$ cat src/rtl/x_debounce_pkg.sv
// Shared definitions for the x_debounce input conditioner: state encodings
// and the default stability-counter width.
package x_debounce_pkg;

    typedef enum logic [1:0] {
        LO_IDLE = 2'd0,
        CHK_HI  = 2'd1,
        HI_IDLE = 2'd2,
        CHK_LO  = 2'd3
    } state_t;

    localparam int unsigned CNT_BITS_DEFAULT = 8;

endpackage : x_debounce_pkg

$ cat src/rtl/x_sync2.sv
// Two-flop synchronizer for a single asynchronous level, async active-low reset.
module x_sync2 (
    input  logic clock,
    input  logic reset_n,
    input  logic d,
    output logic q
);

    logic s1;

    always_ff @(posedge clock or negedge reset_n) begin
        if (!reset_n) begin
            s1 <= 1'b0;
            q  <= 1'b0;
        end else begin
            s1 <= d;
            q  <= s1;
        end
    end

endmodule : x_sync2

$ cat src/rtl/x_debounce.sv
// Debouncer: synchronizes d, then requires stable_cnt+2 steady samples before q follows.
// Optional saturating glitch counter enabled by macro X_DEBOUNCE_GLITCH_CNT_EN.
module x_debounce
    import x_debounce_pkg::*;
#(
    parameter int unsigned CNT_BITS = CNT_BITS_DEFAULT
) (
    input  logic                clock,
    input  logic                reset_n,
    input  logic                d,
    input  logic [CNT_BITS-1:0] stable_cnt,
`ifdef X_DEBOUNCE_GLITCH_CNT_EN
    input  logic                glitch_clr,
    output logic [7:0]          glitch_cnt,
`endif
    output logic                q
);

    logic                ds;
    logic [CNT_BITS-1:0] cnt;
    state_t              state;

    x_sync2 u_sync (
        .clock   (clock),
        .reset_n (reset_n),
        .d       (d),
        .q       (ds)
    );

    always_ff @(posedge clock or negedge reset_n) begin
        if (!reset_n) begin
            state <= LO_IDLE;
            cnt   <= '0;
            q     <= 1'b0;
        end else begin
            case (state)
                LO_IDLE: begin
                    if (ds) begin
                        state <= CHK_HI;
                        cnt   <= '0;
                    end
                end
                CHK_HI: begin
                    if (!ds) begin
                        state <= LO_IDLE;
                    end else if (cnt == stable_cnt) begin
                        state <= HI_IDLE;
                        q     <= 1'b1;
                    end else begin
                        cnt <= cnt + 1'b1;
                    end
                end
                HI_IDLE: begin
                    if (!ds) begin
                        state <= CHK_LO;
                        cnt   <= '0;
                    end
                end
                CHK_LO: begin
                    if (ds) begin
                        state <= HI_IDLE;
                    end else if (cnt == stable_cnt) begin
                        state <= LO_IDLE;
                        q     <= 1'b0;
                    end else begin
                        cnt <= cnt + 1'b1;
                    end
                end
                default: begin
                    state <= LO_IDLE;
                    q     <= 1'b0;
                end
            endcase
        end
    end

`ifdef X_DEBOUNCE_GLITCH_CNT_EN
    logic glitch_exit;

    always_comb begin
        glitch_exit = ((state == CHK_HI) && !ds) || ((state == CHK_LO) && ds);
    end

    // Clear wins over a coincident increment; the count holds at 255.
    always_ff @(posedge clock or negedge reset_n) begin
        if (!reset_n) begin
            glitch_cnt <= '0;
        end else if (glitch_clr) begin
            glitch_cnt <= '0;
        end else if (glitch_exit && (glitch_cnt != 8'hFF)) begin
            glitch_cnt <= glitch_cnt + 8'd1;
        end
    end
`endif

endmodule : x_debounce
$ cat config.mk
export PLATFORM = sky130hd
export DESIGN_NAME = x_debounce
export DESIGN_NICKNAME = d
export VERILOG_FILES = /design/src/rtl/x_debounce_pkg.sv /design/src/rtl/x_sync2.sv /design/src/rtl/x_debounce.sv
export SDC_FILE = /design/constraint.sdc
export NUM_CORES = 1
export LEC_CHECK = 0
export CAP_MARGIN = 20
export CORE_ASPECT_RATIO = 1.4
export CORE_MARGIN = 5
export CORE_UTILIZATION = 25
export DETAILED_ROUTE_END_ITERATION = 10
export GPL_TIMING_DRIVEN = 0
export PLACE_DENSITY = 0.51
export SLEW_MARGIN = 5
export SYNTH_ARGS = -nofsm -noshare
export SYNTH_HDL_FRONTEND = slang
export SYNTH_SLANG_ARGS = --single-unit
$ cat constraint.sdc
create_clock -name clock -period 4.5 [get_ports clock]
set_input_delay 0.45 -clock clock [delete_from_list [all_inputs] [get_ports clock]]
set_output_delay 0.45 -clock clock [all_outputs]
set_load 0.01 [all_outputs]
==> results.tsv <==
stage	metric	value	unit
power_and_ir_drop	ir_worst_vdd	167	µV
sta	slew_viol_final	0	
die	die_h	74.4	µm
routing	wl	1.68	mm
worst_hold_path	min_path_type	reg2reg	
synth	synth-edff-count	0	
die	io_pins	12	
die	start_util	26.0	%
sta	period_share	42.3	%
clock_network	cts_sinks	13	
synth	synth_ff_type	dfrtp_1	
sta	finClkSkew	0.00424	ns
grt	antenna_found_initial	0	
clock_network	clock_latency	0.24	ns
setup_path	r2r_cells	5	
placed_design	post_dp_cell_area	896	µm²
setup_path	crit_fanout	10	
clock_network	htreeDepth	1	
clock_network	clkTransAtPathRegs	0.06	ns
sta	finalSetupTns	0	ns
grt	grt_overflow_total	0	
synth	syn_nets	89	
synth	ys.warnings.count	0	
grt	grt_max_degree	14	
routing	wl_per_cell	13.0	µm
sta	rsz0062_at_grt	false	
setup_path	cp.arrival	2.02	ns
job	maxCapViolCount	0	
sta	max_clock_freq	526	MHz
synth	synth_top_area_share	44.0	%
routing	avgViaCountPerCell	4.51	
synth	synth_commonest_cells	dfrtp_1, nand2_1, xnor2_1	
setup_path	cp-end-kind	register	
layout	area_growth_syn_to_layout	27.2	%
worst_hold_path	min_path_cells	0	
layout	layout.nets	105	
routing	initialDrtViolationCount	2	
die	row_count	23	
setup_path	r2r-start	cnt[6]	
routing	ant_nets	0	
placed_design	dp_hpwl	1.27	mm
power_and_ir_drop	cellPowerDensity	400	nW/µm²
routing	remaining_drc_errors	0	
clock_network	clockRootBuffer	clkbuf_8	
die	die_area	4160	µm²
sta	setup_viol	0	
setup_path	required	4.62	ns
clock_network	cts_hold_buf	0	
worst_hold_path	min_from	u_sync.s1	
layout	stdcell_area	941	µm²
synth	async_reset_ff_share	100	%
die	core	2850	µm²
sta	worst_slew_margin_rel	58.6	%
routing	drt-pass1-iter-count	4	
placed_design	gp_congestion	0.825	
synth	synth_area	739	µm²
clock_network	ctsResizeCount	0	
clock_network	cts_tree	built	
synth	yosys.area.top_type	dfrtp_1	
routing	dr_total_vias	582	
sta	tightest_slew	0.620	ns
synth	netlist_instances	77	
layout	drive_above_1_share	12.0	%
setup_path	r2r_setup_slack	2.77	ns
synth	synth.area.top_cells	dfrtp_1, xnor2_1, nand2_1, nand3_1, a22o_1	
layout	nFillCells	287	
synth	ys_ff_latch	13	
worst_hold_path	whs_endpoint	u_sync.q	
setup_path	start_kind	input pin	
die	die_w	56.0	µm
power_and_ir_drop	p_leak	0.372	nW
run_status	status	finished, final reports clean	
clock_network	cts_buffers	3	
setup_path	worstSetupPathType	in2reg	
grt	grt_pass1_vias	658	
synth	synth_most_common_cell	dfrtp_1	
synth	ys_types	27	
placed_design	port_buffers	11	
grt	grt_usage	9.49	%
synth	ys_seq_area_share	44.0	%
clock_network	cts_setup_buffers	0	
sta	hold_viol	0	
layout	n_antenna_cell	0	
setup_path	r2r_end	cnt[1]	
sta	min_period	1.90	ns
synth	syn_area_per_cell	9.60	µm²
grt	grt_pass1_wl	3.04	mm
clock_network	cts_buffer_depth	2	
## cells by family (layout without fill, tap and decap cells)
family | after synthesis | after routing | synth area share, %
buffers and inverters | 5 | 20 | 2.71
xor gates and xnor gates | 9 | 9 | 10.7
adders and majority gates | 1 | 1 | 1.69
muxes | 1 | 1 | 1.52
DFF | 13 | 13 | 44.0
AOI/OAI and AO/OA | 13 | 13 | 14.0
and+or+nand+nor | 35 | 35 | 25.4
## critical path, cell delays in order
cell and delay (ns):
clkdlybuf4s50_1 0.48, xnor2_1 0.14, nand4_2 0.21, o31ai_4 0.34, buf_2 0.28, o21ai_0 0.12
## registers in the layout (all words and copies together) (netlist names), named ones only
register,cells
cnt,8
state,1
q,1
u_sync.q,1
u_sync.s1,1
## worst max-delay path by stage
stage	from	end	cells past startpoint
2_1_floorplan	cnt[0]	cnt[6]	5
3_3_place_gp	stable_cnt[6]	cnt[1]	6
6_report	stable_cnt[6]	cnt[1]	6
5_1_grt	stable_cnt[6]	cnt[1]	7
3_5_place_dp	stable_cnt[6]	cnt[1]	6
4_1_cts	stable_cnt[6]	cnt[1]	6
## layer usage
metal | wire length, µm | track usage [%]
met2 | 883 | 16.9
met5 | 0 | 0
met4 | 21 | 5.54
met3 | 69 | 2.78
met1 | 701 | 9.99
## cells in the final DEF, fill, tap and decap left out, types with 2 or more instances in the layout
cell type	count
xnor2_1	9
or3_1	3
dfrtp_1	13
nor2_1	3
nand2_1	12
nand3_1	7
a22o_1	3
inv_1	3
clkbuf_8	3
or4_1	2
clkbuf_1	2
o21ai_0	5
clkdlybuf4s50_1	11
## power breakdown
group	leakage [nW]	internal, mW	switching [mW]
Clock	0.0228	0.0625	0.0425
Sequential	0.171	0.138	0.0290
Combinational	0.178	0.0485	0.0562
Total	0.372	0.249	0.128
## stage by stage
| stage | worst slack [ns] | total power, mW | utilization [%] | hold slack, ns | std cells |
|---|---|---|---|---|---|
| 4_1_cts | 2.54 | 0.385 | 33.0 | 0.360 | 129 |
| 5_1_grt | 2.45 | 0.402 | 33.0 | 0.359 | 129 |
| 6_report | 2.60 | 0.377 | 33.0 | 0.355 | 129 |
| 2_1_floorplan | 2.97 | 0.239 | - | 0.154 | 77 |
| 3_3_place_gp | 2.35 | 0.272 | 31.4 | 0.333 | 125 |
| 3_5_place_dp | 2.28 | 0.277 | 31.4 | 0.347 | 125 |
## layout make-up
type,instances,area (µm²),share of cell area (%)
clock buffer,4,45.0,4.79
tap,37,46.3,4.92
sequential,13,325,34.6
timing repair buffer,11,110,11.7
multi-input combinational,59,394,41.9
buffer,2,8.76,0.931
inverter,3,11.3,1.20
Note: power is estimated with default switching activity, not from simulation.
